File: src/rtl/game_cmd_uart_rx.sv
// UART (8N1) command front-end for the countdown stage: receives 'S' <time> <chk>
// start frames and 'X' abort bytes. It drives timing/start/abort/cmd_err.
module game_cmd_uart_rx #(
  parameter int CLKS_PER_BIT = 10416,
  parameter int MAX_TIME     = 99,
  parameter int TIMEOUT_CYC  = 50000000
) (
  input  logic       basys_clk,
  input  logic       rst_n,
  input  logic       rx,
  input  logic       game_active,
  output logic [6:0] timing,
  output logic       start,
  output logic       abort,
  output logic       cmd_err
);

  localparam int CLK_W = $clog2(CLKS_PER_BIT + 1);
  localparam int TO_W  = $clog2(TIMEOUT_CYC + 1);

  typedef enum logic [1:0] {R_IDLE, R_START, R_DATA, R_STOP} rxState_e;
  typedef enum logic [1:0] {P_IDLE, P_VAL, P_CHK} parseState_e;

  logic             rxMeta_q;
  logic             rxSync_q;
  rxState_e         rState_q;
  logic [CLK_W-1:0] clkCnt_q;
  logic [2:0]       bitIdx_q;
  logic [7:0]       shift_q;
  logic [7:0]       byte_q;
  logic             byteValid_q;
  logic             frameErr_q;
  parseState_e      pState_q;
  logic [7:0]       val_q;
  logic [TO_W-1:0]  toCnt_q;
  logic [6:0]       timing_q;
  logic             start_q;
  logic             abort_q;
  logic             cmdErr_q;
  logic             frameOk_d;

  // The line idles high, so the synchronizer resets to 1 and does not fake a start bit.
  always_ff @(posedge basys_clk or negedge rst_n) begin
    if (!rst_n) begin
      rxMeta_q <= 1'b1;
      rxSync_q <= 1'b1;
    end else begin
      rxMeta_q <= rx;
      rxSync_q <= rxMeta_q;
    end
  end

  always_ff @(posedge basys_clk or negedge rst_n) begin
    if (!rst_n) begin
      rState_q    <= R_IDLE;
      clkCnt_q    <= '0;
      bitIdx_q    <= '0;
      shift_q     <= '0;
      byte_q      <= '0;
      byteValid_q <= 1'b0;
      frameErr_q  <= 1'b0;
    end else begin
      byteValid_q <= 1'b0;
      frameErr_q  <= 1'b0;
      case (rState_q)
        R_IDLE: begin
          clkCnt_q <= '0;
          bitIdx_q <= '0;
          if (!rxSync_q) rState_q <= R_START;
        end
        // Re-check the start bit at its centre so short glitches are ignored.
        R_START: begin
          if (clkCnt_q == CLK_W'(CLKS_PER_BIT / 2 - 1)) begin
            clkCnt_q <= '0;
            rState_q <= rxSync_q ? R_IDLE : R_DATA;
          end else begin
            clkCnt_q <= clkCnt_q + CLK_W'(1);
          end
        end
        R_DATA: begin
          if (clkCnt_q == CLK_W'(CLKS_PER_BIT - 1)) begin
            clkCnt_q <= '0;
            shift_q  <= {rxSync_q, shift_q[7:1]};
            bitIdx_q <= bitIdx_q + 3'd1;
            if (bitIdx_q == 3'd7) rState_q <= R_STOP;
          end else begin
            clkCnt_q <= clkCnt_q + CLK_W'(1);
          end
        end
        R_STOP: begin
          if (clkCnt_q == CLK_W'(CLKS_PER_BIT - 1)) begin
            clkCnt_q <= '0;
            rState_q <= R_IDLE;
            if (rxSync_q) begin
              byte_q      <= shift_q;
              byteValid_q <= 1'b1;
            end else begin
              frameErr_q  <= 1'b1;
            end
          end else begin
            clkCnt_q <= clkCnt_q + CLK_W'(1);
          end
        end
        default: rState_q <= R_IDLE;
      endcase
    end
  end

  assign frameOk_d = (byte_q == (8'h53 ^ val_q)) && (val_q != 8'd0) &&
                     (val_q <= 8'(MAX_TIME)) && !game_active;

  // A framing error outranks everything else, so it never stacks with a timeout.
  always_ff @(posedge basys_clk or negedge rst_n) begin
    if (!rst_n) begin
      pState_q <= P_IDLE;
      val_q    <= '0;
      toCnt_q  <= '0;
      timing_q <= '0;
      start_q  <= 1'b0;
      abort_q  <= 1'b0;
      cmdErr_q <= 1'b0;
    end else begin
      start_q  <= 1'b0;
      abort_q  <= 1'b0;
      cmdErr_q <= 1'b0;
      if (frameErr_q) begin
        pState_q <= P_IDLE;
        toCnt_q  <= '0;
        cmdErr_q <= 1'b1;
      end else if (byteValid_q) begin
        toCnt_q <= '0;
        case (pState_q)
          P_IDLE: begin
            if (byte_q == 8'h53)      pState_q <= P_VAL;
            else if (byte_q == 8'h58) abort_q  <= 1'b1;
            else                      cmdErr_q <= 1'b1;
          end
          P_VAL: begin
            val_q    <= byte_q;
            pState_q <= P_CHK;
          end
          P_CHK: begin
            pState_q <= P_IDLE;
            if (frameOk_d) begin
              timing_q <= val_q[6:0];
              start_q  <= 1'b1;
            end else begin
              cmdErr_q <= 1'b1;
            end
          end
          default: pState_q <= P_IDLE;
        endcase
      end else if (pState_q != P_IDLE) begin
        if (toCnt_q == TO_W'(TIMEOUT_CYC - 1)) begin
          pState_q <= P_IDLE;
          toCnt_q  <= '0;
          cmdErr_q <= 1'b1;
        end else begin
          toCnt_q <= toCnt_q + TO_W'(1);
        end
      end else begin
        toCnt_q <= '0;
      end
    end
  end

  assign timing  = timing_q;
  assign start   = start_q;
  assign abort   = abort_q;
  assign cmd_err = cmdErr_q;

endmodule

File: config.mk
export PLATFORM = sky130hd
export DESIGN_NAME = game_cmd_uart_rx
export DESIGN_NICKNAME = d
export VERILOG_FILES = /design/src/rtl/game_cmd_uart_rx.sv
export SDC_FILE = /design/constraint.sdc
export NUM_CORES = 1
export LEC_CHECK = 0
export BUFFER_PORTS_ARGS = -buffer_cell sky130_fd_sc_hd__buf_2
export CAP_MARGIN = 10
export CORE_AREA = 10 10 93 95
export CTS_CLUSTER_DIAMETER = 80
export CTS_CLUSTER_SIZE = 16
export DETAILED_ROUTE_END_ITERATION = 10
export DIE_AREA = 0 0 103 105
export HOLD_SLACK_MARGIN = 0.08
export PLACE_DENSITY = 0.77
export SETUP_SLACK_MARGIN = 0.05
export SKIP_LAST_GASP = 1
export SYNTH_ARGS = -nofsm -noshare
export SYNTH_HDL_FRONTEND = slang
export SYNTH_SLANG_ARGS = --single-unit
File: constraint.sdc
create_clock -name basys_clk -period 2.4 [get_ports basys_clk]
set_input_delay 0.36 -clock basys_clk [delete_from_list [all_inputs] [get_ports basys_clk]]
set_output_delay 0.36 -clock basys_clk [all_outputs]
set_load 0.01 [all_outputs]
== After elaboration in Yosys (flattened, before gate mapping) ==
Index checks and enable logic that the tools add are counted.

* Register bits after elaboration: 85
* Bits of input ports: 4
* Word-level logic and storage cells: 104
* Output and inout bits: 10

* Muxes and demuxes: 45
* Eq/ne operators: 18
* Order comparisons: 1
* Bitwise operators: 2
* Reduce and logical (&&, ||, !) cells: 19
* Add/subtract/negate cells: 3

{| class="wikitable"
|+ Operators by type and width
! operator !! number
|-
| $mux 26 || 4
|-
| $pmux 14 s3 || 1
|-
| $mux 14 || 2
|-
| $add 26x1->26 const B || 1
|-
| $eq 26x26->1 const B || 1
|-
| $mux 1 || 22
|-
| $mux 2 || 11
|-
| $eq 8x7->1 const B || 2
|-
| $add 14x1->14 const B || 1
|-
| $eq 14x13->1 const B || 1
|-
| $eq 14x14->1 const B || 1
|-
| $ne 2x2->1 const B || 5
|-
| $reduce_and 3->1 || 3
|-
| $eq 8x8->1 || 1
|-
| $le 8x7->1 const B || 1
|-
| $pmux 2 s4 || 1
|-
| $reduce_bool 8->1 || 1
|-
| $eq 2x2->1 const B || 3
|-
| $pmux 3 s2 || 1
|-
| $reduce_bool 3->1 || 2
|-
| $reduce_and 5->1 || 1
|-
| $eq 2x1->1 const B || 2
|-
| $logic_not 2->1 || 2
|-
| $ne 4x4->1 const B || 1
|-
| other kinds (13) || 17
|}

== Longest topological paths before layout ==
Gate-level depths: netlist of run 1.

* Depth after elaboration: 9
* Mapped depth: 7
* Mapped depth without buffers: 5

== Worst setup path after synthesis of run 1 ==
No wires, ideal clock.

* Path kind: register -> register
* Start: register clkCnt_q[11]
* End: register clkCnt_q[3]
* Buffers on the path: 1
* Path slack: 0.405 ns
* Cell stages (with the launch flop): 6
* Arrival time: 1.876 ns
* Required time: 2.281 ns
* Cells stage by stage: dfrtp_1 -> or4b_1 -> or4_4 -> a22oi_4 -> buf_6 -> nor2_1

* Longest elaborated chain between the ends: 3
* Elaborated cells on any way between the ends: 5
* Classes of those cells: eq/ne (2); mux (3)

{| class="wikitable"
|+ Ends and longest elaborated chain
! element !! line !! RTL
|-
| start: declaration || 27 || <nowiki>logic [CLK_W-1:0] clkCnt_q;</nowiki>
|-
| start signal: assignment || 77 || <nowiki>clkCnt_q <= clkCnt_q + CLK_W'(1);</nowiki>
|-
| start signal: assignment || 87 || <nowiki>clkCnt_q <= clkCnt_q + CLK_W'(1);</nowiki>
|-
| start signal: assignment || 101 || <nowiki>clkCnt_q <= clkCnt_q + CLK_W'(1);</nowiki>
|-
| $eq 14x14->1 or $eq 14x13->1 (tied branches) || 81, 91, 73 ||
|-
| $mux 14 (on tied branches) || 81, 91, 73 ||
|-
| $pmux 14 s3 (*) || 65 || <nowiki>case (rState_q)</nowiki>
|}

Every way passes the cells marked *; elsewhere a longest branch is shown, timed or not.
A chain may end at the register's enable or synchronous reset.

== Worst setup path in the final report of run 1 ==
* Start: register byte_q[7]
* End: register timing_q[1], in the netlist timing[1]

* Longest elaborated chain between the ends: 5

{| class="wikitable"
|+ Ends and longest elaborated chain
! element !! line !! RTL
|-
| start: declaration || 30 || <nowiki>logic [7:0] byte_q;</nowiki>
|-
| start signal: assignment || 95 || <nowiki>byte_q <= shift_q;</nowiki>
|-
| $eq 8x8->1 || 109 || <nowiki>assign frameOk_d = (byte_q == (8'h53 ^ val_q)) && (val_q != 8'd0) &&</nowiki>
|-
| $logic_and 1x1->1 (2 in series) || 109 ||
|-
| $logic_and 1x1->1 || 110 || <nowiki>(val_q <= 8'(MAX_TIME)) && !game_active;</nowiki>
|-
| $reduce_and 4->1 (no source line) || -- ||
|-
| end signal: assignment || 145 || <nowiki>timing_q <= val_q[6:0];</nowiki>
|-
| end: declaration || 36 || <nowiki>logic [6:0] timing_q;</nowiki>
|}

Every way passes these cells.

==> impl_metrics.tcl, run 1 <==
set metrics [dict create \
    hold_path.class "primary input to asynchronous set/reset pin" \
    clock_sink_count 85 \
    timing.fmax_ghz 0.460 \
    grt-ovfl-total 0 \
    drive_above_1_share 0.199 \
    p_per_area_nw_per_um2 566 \
    rsz0062_at_grt "no" \
    syn_inst 360 \
    nFillCells 525 \
    crit_type "flip-flop to flip-flop" \
    ir_drop_mv 0.347 \
    nNetsFinal 390 \
    drcViolationCount 0 \
    finalWeightedCongestion 0.811 \
    grt_pass1_vias 2846 \
    grt_pass1_wl_um 13300 \
    syn_nets 368 \
    cp.required_ns 2.63 \
    die-area_um2 10800 \
    critPathLaunchType "flip-flop" \
    synth_cell_type_count 45 \
    postCtsSetupRepairBufs 0 \
    period_share 0.906 \
    hpwl_um 5090 \
    core_um2 6760 \
    period_needed_ns 2.17 \
    syn-cell-area_um2 4050 \
    final_core_util 0.656 \
    wl_per_cell_um 15.9 \
    numCtsBuffers 9 \
    cp_data_arrival_time_ns 2.41 \
    synth_seq_cells 85 \
    ctsResizeCount 0 \
    synth_top_cell_area_share 0.512 \
    pin_count 14 \
    fp-row-count 30 \
    slew_headroom 0.496 \
    root_buffer "clkbuf_8" \
    cts_tree "done" \
    grt_usage 0.148 \
    finalClockSkew_ns 0.0142 \
    path_delay_family "simple AND/OR/NAND/NOR gates" \
    clk_pin_slew_worst_paths_ns 0.09 \
    synth_area_leaders "dfrtp_1, mux2_2, xnor2_1" \
    cts_hold_buffers 0 \
    grt_max_degree 62 \
    finalMaxSlewViolations 0 \
    synth_area_leader_cell "dfrtp_1" \
    dr.pass1.iters 4 \
    setup_ws_ns 0.226 \
    die_height_um 105 \
    clk_path_buf_depth 2 \
    cap_violations 0 \
    initial_core_util 0.600 \
    initialDrtViolationCount 103 \
    tightestPinTransition_ns 0.757 \
    io_buffers 13 \
    syn_area_per_cell_um2 11.3 \
    htree_levels 3 \
    antenna_found_initial 0 \
    regArea_um2 2130 \
    cp_max_fo 7 \
    slowest_delay_ns 0.55 \
    ys_warn_count 0 \
    chipWidth_um 103 \
    setup_viol 0 \
    critPathSlowestCell "or4b_1" \
    ys_seq_area_frac 0.525 \
    path_buf_inv 0 \
    area_growth_pct 9.35 \
    via_per_inst 6.11 \
    ant_nets 0 \
    hold_viol_final 0 \
    place_ws_ns 0.247 \
    fin_setup_tns_ns 0 \
    status "finished clean" \
    wirelength_um 7420 \
    multi_input_comb_area_um2 1870 \
    crit_chain "or4b_1 -> nor4_2 -> nand4_2 -> mux2_2" \
    p_leak_nw 2.00 \
    finalPower_w 0.00251 \
    clock_latency_ns 0.35 \
    antenna_cells 0 \
    vias 2853 \
    end_kind "flip-flop" \
]
==> through the flow <==
step	instance area, um^2	hold WS (ns)	cells
floorplan	4050	0.0644	360
global placement	4230	0.346	451
detailed placement	4230	0.349	451
CTS	4430	0.0933	467
global route	4430	0.0881	467
finish	4430	0.0564	467
==> sequential cells by signal, indices dropped and copies added, names as in the netlist, 2 cells and up, named ones only <==
signal and cells:
clkCnt_q 14, toCnt_q 26, shift_q 8, val_q 8, timing 7, pState_q 2
byte_q 8, bitIdx_q 3
==> synthesized netlist by cell type, drive strengths merged <==
cell type,number
o21ai,11
nand3,15
mux2i,4
inv,5
dfrtp,83
or4b,3
clkbuf,5
o31ai,10
xor2,13
buf,3
nand2b,3
nand4bb,1
ha,4
o21a,1
o311a,1
nor4,4
nand3b,1
and4,7
o211ai,2
nor3b,1
xnor2,14
nor2b,6
or4,10
a311o,1
nor2,31
a22oi,1
nor3,11
a21oi,18
and3b,1
mux2,32
and3,5
dfstp,2
nand2,19
nand4,13
or3,6
a21o,2
and2,6
nor4bb,5
==> worst paths after layout <==
| path | from | end | slack, ns | cells past startpoint |
|---|---|---|---|---|
| worst max-delay path | byte_q[7] | timing[1] | 0.23 | 4 |
| worst min-delay path | rst_n | toCnt_q[15] | 0.06 | 1 |
| worst max register to register | byte_q[7] | timing[1] | 0.23 | 4 |
| worst min register to register | rxMeta_q | rxSync_q | 0.35 | 0 |
| max in group asynchronous | rst_n | abort | 1.58 | 2 |
| min in group basys_clk | rx | rxMeta_q | 0.11 | 1 |
==> area by class of cell <==
type	instances	share of cell area
clock buffers	10	0.0310
clock inverters	6	0.0155
inverters	5	0.00423
multi-input cells	262	0.421
flip-flops and latches	85	0.480
well taps	80	0.0226
repair buffers	19	0.0254
==> layer usage <==
| layer | global-route usage | part of all wire | up-vias |
|---|---|---|---|
| met2 | 0.232 | 0.48 | 58 |
| met4 | 0.0537 | 0.018 | 0 |
| li1 | - | - | 1375 |
| met1 | 0.195 | 0.46 | 1404 |
| met3 | 0.0303 | 0.039 | 16 |
| met5 | 0 | 0 | - |
==> cell families (layout without fill, tap and decap cells) <==
group           Yosys count  count (layout)  share of synthesized area
simple gates            148             148                      0.217
fa+ha+maj                 4               4                     0.0123
xor+xnor                 27              27                     0.0583
mux                      36              36                     0.0988
flops                    85              85                      0.525
buf+inv                  13              40                     0.0145
compound gates           47              47                     0.0738
==> cell usage in the layout, fill, tap and decap left out, types with 2 or more instances in the layout <==
master	count
nor4bb_1	5
nand3_1	15
o31ai_1	10
and4_1	7
xor2_1	13
a21oi_1	18
a21o_1	2
nor2b_1	6
dfrtp_1	83
or4_1	9
nand2b_1	3
inv_6	2
mux2i_1	4
nand4_1	11
nor3_1	10
mux2_2	32
and3_1	5
inv_1	5
ha_1	4
buf_2	12
nor4_1	3
and2_1	6
buf_4	7
or4b_1	3
nor2_1	30
or3_1	6
nand4_2	2
dfstp_2	2
o211ai_1	2
clkbuf_8	10
nand2_1	19
o21ai_0	10
xnor2_1	14
==> worst reg2reg max path: cells and delay by family, from the launching register on <==
kind             cells  cell delay, ns
and+or+nand+nor      3            1.30
muxes                1            0.36
DFF                  1            0.41
==> power by group <==
group / total, W / switching (W) / internal, W
Clock: 0.00104 / 0.000524 / 0.000517
Sequential: 0.00144 / 0.00000141 / 0.00143
Combinational: 0.0000314 / 0.0000271 / 0.00000427
No activity file was read; power rests on OpenSTA's default activity.
==> run 2: changes to the inputs <==
--- a/config.mk
+++ b/config.mk
@@ -7,13 +7,12 @@
 export LEC_CHECK = 0
 export BUFFER_PORTS_ARGS = -buffer_cell sky130_fd_sc_hd__buf_2
 export CAP_MARGIN = 10
-export CORE_AREA = 10 10 93 95
+export CORE_AREA = 10 10 112 114
 export CTS_CLUSTER_DIAMETER = 80
 export CTS_CLUSTER_SIZE = 16
 export DETAILED_ROUTE_END_ITERATION = 10
-export DIE_AREA = 0 0 103 105
+export DIE_AREA = 0 0 122 124
 export HOLD_SLACK_MARGIN = 0.08
-export PLACE_DENSITY = 0.77
 export SETUP_SLACK_MARGIN = 0.05
 export SKIP_LAST_GASP = 1
 export SYNTH_ARGS = -nofsm -noshare
==> constraint.sdc (replaced) <==
create_clock -name basys_clk -period 2.6 [get_ports basys_clk]
set_input_delay 0.39 -clock basys_clk [delete_from_list [all_inputs] [get_ports basys_clk]]
set_output_delay 0.39 -clock basys_clk [all_outputs]
set_load 0.01 [all_outputs]
==> run 2 against run 1 <==
Register-to-register slack improved by 0.17 ns. Non-clock buffer count decreased by 2. Routed wire length increased by 2.3%. Sequential cell count unchanged. Combinational power increased by 4%. Fmax decreased by 1.4%. Clock skew decreased by 0.0027 ns. Die area increased by 40%. Worst setup slack improved by 0.17 ns.
==> impl_metrics.tcl, run 2 (synthesized netlist as in run 1, its figures left out) <==
set metrics [dict create \
    r2r-start "clkCnt_q[4]" \
    cp_data_arrival_time_ns 2.45 \
    cts_tree "done" \
    area_growth_pct 11.4 \
    drive_above_1_share 0.192 \
    mostFrequentLayoutCell "dfrtp_1" \
    mostFrequentLayoutCells "dfrtp_1, mux2_2, nor2_1" \
    clock_sink_count 85 \
    regMostFlops "toCnt_q" \
    hold_viol_final 0 \
    startpoint "clkCnt_q[4]" \
    core_um2 10200 \
    clock_latency_ns 0.36 \
    largest_register_ffs 26 \
    finalClockSkew_ns 0.0114 \
    pin_count 14 \
    io_buffers 13 \
    p_leak_nw 2.00 \
    p_per_area_nw_per_um2 523 \
    hold_path.class "primary input to flip-flop" \
    grt_pass1_vias 2925 \
    crit_type "flip-flop to flip-flop" \
    postPlaceCellArea_um2 4290 \
    slowest_delay_ns 0.48 \
    place_ws_ns 0.372 \
    setup_ws_ns 0.395 \
    cap_violations 0 \
    finalMaxSlewViolations 0 \
    root_buffer "clkbuf_8" \
    hpwl_um 5210 \
    fin_setup_tns_ns 0 \
    grt_pass1_wl_um 13900 \
    via_per_inst 5.34 \
    ir_drop_mv 0.236 \
    wl_per_cell_um 14.6 \
    p_clk_frac 0.426 \
    hold_ws_ns 0.122 \
    chipWidth_um 122 \
    p_sw_w 0.000507 \
    critPathSlowestCell "dfrtp_1" \
    tightestPinTransition_ns 0.700 \
    sw_frac_of_total 0.215 \
    seq_power_share 0.561 \
    rsz0062_at_grt "no" \
    finalPower_w 0.00236 \
    antenna_cells 0 \
    critPathLaunchType "flip-flop" \
    period_share 0.848 \
    p_int_w 0.00186 \
    pwr-share-comb 0.014 \
    die-area_um2 15100 \
    grt-ovfl-total 0 \
    clk_pin_slew_worst_paths_ns 0.09 \
    hp-start "rx" \
    drcViolationCount 0 \
    clk_path_buf_depth 2 \
    dr.pass1.iters 4 \
    period_needed_ns 2.20 \
    numCtsBuffers 9 \
    finalWeightedCongestion 0.802 \
    grt_usage 0.111 \
    finalInstanceArea_um2 4520 \
    initialDrtViolationCount 142 \
    end_kind "flip-flop" \
    ant_nets 0 \
    wirelength_um 7590 \
    grt_max_degree 45 \
    setup_viol 0 \
    timing.fmax_ghz 0.454 \
    nNetsFinal 388 \
    ctsResizeCount 0 \
    initial_core_util 0.396 \
    status "finished clean" \
    crit_chain "nor4bb_1 -> nand4_2 -> nor3_4 -> mux2_2" \
    fp-row-count 37 \
    antenna_found_initial 0 \
    vias 2782 \
    htree_levels 3 \
    cp_max_fo 9 \
    cp.required_ns 2.84 \
    die_height_um 124 \
    reg_top3 "toCnt_q: 26 flops, clkCnt_q: 14 flops" \
    slew_headroom 0.531 \
]
[run 2: worst max-delay path, delay by kind of cell, from the launching register on]
kind	cells	cell delay (ns)
AND/OR/NAND/NOR	3	1.22
flip-flops	1	0.48
multiplexers	1	0.39
[run 2: path summary, 6_finish.rpt]
kind	to	slack [ns]	cells after the start
setup / recovery	shift_q[3]	0.40	4
hold / removal	rxMeta_q	0.12	1
setup reg to reg	shift_q[3]	0.40	4
hold reg to reg	rxSync_q	0.36	0
max in group asynchronous	byte_q[7]	1.40	3
min in group asynchronous	bitIdx_q[1]	0.55	2
[run 2: cell type report]
type,count,area [um^2]
multi-input cells,262,1870
clock inverters,4,53.8
fillers,977,5720
repair buffers,17,113
well taps,136,170
flip-flops and latches,85,2130
clock buffers,12,165
inverters,5,18.8
[run 2: metrics by stage]
step                      cells   util
after CTS                   521  0.441
after global placement      504  0.419
after detailed placement    504  0.419
final                       521  0.441
after global routing        521  0.441
after floorplan             360      -
[run 2: metal layers]
layer / vias up / GRT usage / wire length [um]
met5: - / 0 / 0
met4: 0 / 0.0380 / 76
met3: 7 / 0.0344 / 249
met2: 30 / 0.175 / 3530
met1: 1382 / 0.141 / 3740
li1: 1363 / - / -
[run 2: power by group through the flow]
stage	registers [W]	logic, W	clock network, W
floorplan	0.00135	0.0000000398	0
global placement	0.00135	0.0000326	0
detailed placement	0.00135	0.0000338	0
CTS	0.00132	0.0000350	0.00104
global route	0.00133	0.0000382	0.00110
finish	0.00132	0.0000325	0.00101
[run 2: timing repair]
| item | in CTS | in global routing |
|---|---|---|
| setup buffers | 0 | 0 |
| endpoints found under the hold margin | 39 | 0 |
| hold buffers | 1 | 0 |
==> run 3: changes to the inputs <==
--- a/config.mk
+++ b/config.mk
@@ -5,13 +5,14 @@
 export SDC_FILE = /design/constraint.sdc
 export NUM_CORES = 1
 export LEC_CHECK = 0
+export ABC_AREA = 1
 export BUFFER_PORTS_ARGS = -buffer_cell sky130_fd_sc_hd__buf_2
 export CAP_MARGIN = 10
-export CORE_AREA = 10 10 112 114
+export CORE_AREA = 10 10 114 116
 export CTS_CLUSTER_DIAMETER = 80
 export CTS_CLUSTER_SIZE = 16
 export DETAILED_ROUTE_END_ITERATION = 10
-export DIE_AREA = 0 0 122 124
+export DIE_AREA = 0 0 124 126
 export HOLD_SLACK_MARGIN = 0.08
 export SETUP_SLACK_MARGIN = 0.05
 export SKIP_LAST_GASP = 1
==> constraint.sdc (replaced) <==
create_clock -name basys_clk -period 2.03 [get_ports basys_clk]
set_input_delay 0.3045 -clock basys_clk [delete_from_list [all_inputs] [get_ports basys_clk]]
set_output_delay 0.3045 -clock basys_clk [all_outputs]
set_load 0.01 [all_outputs]
==> run 3 against run 2 <==
Sequential cell count stayed put. Synthesized cell count grew 41%. Global-route usage about the same. Critical path depth increased by 5. Via count grew 14%. Non-clock buffer count did not move. Clock power grew 26%. Worst hold slack improved by 0.25 ns. Final cell count up 29%.
==> impl_metrics.tcl, run 3 <==
set metrics [dict create \
    synth_area_leaders "dfrtp_1, nand2_1, nor2_1" \
    finalPower_w 0.00301 \
    cap_violations 0 \
    via_per_inst 4.70 \
    finalMaxSlewViolations 0 \
    cts_hold_buffers 2 \
    area_growth_pct 10.7 \
    cp.required_ns 2.29 \
    ctsResizeCount 0 \
    grt_pass1_vias 3167 \
    postCtsSetupRepairBufs 0 \
    timing.fmax_ghz 0.606 \
    initialDrtViolationCount 246 \
    ys.flop_type "dfrtp_1" \
    r2r_cells 9 \
    synth_area_leader_cell "dfrtp_1" \
    postPlaceCellArea_um2 4450 \
    p_per_area_nw_per_um2 642 \
    synth_cell_type_count 36 \
    core_um2 10700 \
    cp_data_arrival_time_ns 1.91 \
    r2r-end "toCnt_q[12]" \
    setup_viol 0 \
    slowest_delay_ns 0.39 \
    syn_nets 515 \
    end_kind "flip-flop" \
    mostFrequentLayoutCells "nand2_1, dfrtp_1, nor2_1" \
    syn_inst 507 \
    ff2ff_setup_slack_ns 0.38 \
    clock_sink_count 85 \
    async_reset_ff_frac 1.00 \
    p_leak_nw 2.19 \
    chipWidth_um 124 \
    io_buffers 13 \
    grt_pass1_wl_um 14300 \
    antenna_cells 0 \
    tightestPinTransition_ns 0.473 \
    ys_seq_area_frac 0.503 \
    die-area_um2 15600 \
    largest_register_ffs 26 \
    syn-cell-area_um2 4230 \
    synth_seq_cells 85 \
    finalInstanceArea_um2 4680 \
    die_height_um 126 \
    ant_nets 0 \
    hold_viol_final 0 \
    crit_chain "ha_1 -> nand3_2 -> nor2_4 -> nand2_1 -> nor2_2 -> a21oi_2 -> buf_4 -> o21ai_0 -> a21oi_1" \
    vias 3165 \
    cp_max_fo 12 \
    antenna_found_initial 0 \
    drive_above_1_share 0.155 \
    synthTopCellsByCount "nand2_1, dfrtp_1, nor2_1, inv_1, o21ai_0" \
    clk_pin_slew_worst_paths_ns 0.09 \
    hpwl_um 5740 \
    final_core_util 0.438 \
    nNetsFinal 537 \
    clock_latency_ns 0.36 \
    pin_count 14 \
    htree_levels 3 \
    period_needed_ns 1.65 \
    rsz0062_at_grt "no" \
    nFillCells 1072 \
    hold_end "rxSync_q" \
    ys_warn_count 0 \
    met2_usage 0.173 \
    finalClockSkew_ns 0.00611 \
    use_met1 0.139 \
    root_buffer "clkbuf_8" \
    dr.pass1.iters 4 \
    critPathSlowestCell "dfrtp_1" \
    mostFrequentLayoutCell "nand2_1" \
    drcViolationCount 0 \
    clk_path_buf_depth 2 \
    wirelength_um 7940 \
    reg_top3 "toCnt_q: 26 flops, clkCnt_q: 14 flops" \
    initial_core_util 0.396 \
    fp-row-count 38 \
    wl_per_cell_um 11.8 \
    finalWeightedCongestion 0.863 \
    r2r-start "toCnt_q[0]" \
    min_path_cells 0 \
    slew_headroom 0.684 \
    hold_path.class "flip-flop to flip-flop" \
    met3_usage 0.0433 \
    yosysMostFrequentCell "nand2_1" \
    hp-start "rxMeta_q" \
    grt-ovfl-total 0 \
    fin_setup_tns_ns 0 \
    synth_top_cell_area_share 0.491 \
    status "finished clean" \
    regMostFlops "toCnt_q" \
    critPathLaunchType "flip-flop" \
    crit_type "flip-flop to flip-flop" \
    top_usage_layer "met2" \
    numCtsBuffers 9 \
    syn_area_per_cell_um2 8.35 \
    ir_drop_mv 0.416 \
    grt_usage 0.111 \
    cts_tree "done" \
    grt_max_degree 61 \
    period_share 0.812 \
    synth_edf_count 0 \
]
[run 3: cell types whose count changed after synthesis, moves of 10 or more]
cell,delta
inv_1,+59
mux2_2,-31
nand2_1,+96
nor2_1,+41
o21ai_0,+11
o21ai_2,+14
o31ai_1,-10
xnor2_1,-11
[run 3: critical path: cells and delay by family, from the launching register on]
family | cells | cell delay (ns)
fa+ha+maj | 1 | 0.22
buf+inv | 1 | 0.19
flops | 1 | 0.39
simple gates | 4 | 0.52
compound gates | 3 | 0.21
[run 3: power breakdown]
part           switching [W]  internal, W
logic              0.0000337   0.00000972
clock network       0.000630     0.000636
registers         0.00000254      0.00170
[run 3: worst max-delay path by stage]
| stage | end | slack (ns) | cells past startpoint | startpoint |
|---|---|---|---|---|
| detailed placement | toCnt_q[16] | 0.37 | 9 | toCnt_q[0] |
| finish | toCnt_q[12] | 0.38 | 9 | toCnt_q[0] |
| floorplan | toCnt_q[16] | 0.54 | 9 | toCnt_q[0] |
| CTS | byte_q[0] | 0.35 | 11 | clkCnt_q[0] |
| global placement | toCnt_q[4] | 0.39 | 8 | toCnt_q[0] |
| global route | byte_q[0] | 0.16 | 11 | clkCnt_q[0] |
[run 3: kinds of logic after synthesis]
kind of cell	share of synthesized area
flip-flops	0.503
buffers and inverters	0.0745
adder cells (fa/ha/maj)	0.0118
multiplexers	0.00266
XOR/XNOR	0.0269
AO/OA/AOI/OAI	0.0946
AND/OR/NAND/NOR	0.286
[run 3: metrics by stage]
stage	setup slack (ns)	hold WS, ns	std cells
6_report	0.381	0.367	674
5_1_grt	0.161	0.374	674
3_3_place_gp	0.395	0.241	656
2_1_floorplan	0.540	0.00891	507
3_5_place_dp	0.371	0.246	656
4_1_cts	0.348	0.368	674
[run 3: routing by layer]
metal	part of all wire	up-vias	wire length (um)
met5	0	-	0
met4	0.0072	0	57
met3	0.045	7	358
met2	0.47	36	3720
met1	0.48	1461	3800
li1	-	1661	-
[run 3: layout make-up]
cell class | instances | area (um^2) | share of cell area
timing repair buffer | 17 | 115 | 0.0246
sequential | 85 | 2130 | 0.455
inverter | 71 | 267 | 0.0569
clock inverter | 5 | 58.8 | 0.0126
clock buffer | 11 | 151 | 0.0323
tap | 140 | 175 | 0.0374
multi-input combinational | 345 | 1790 | 0.382
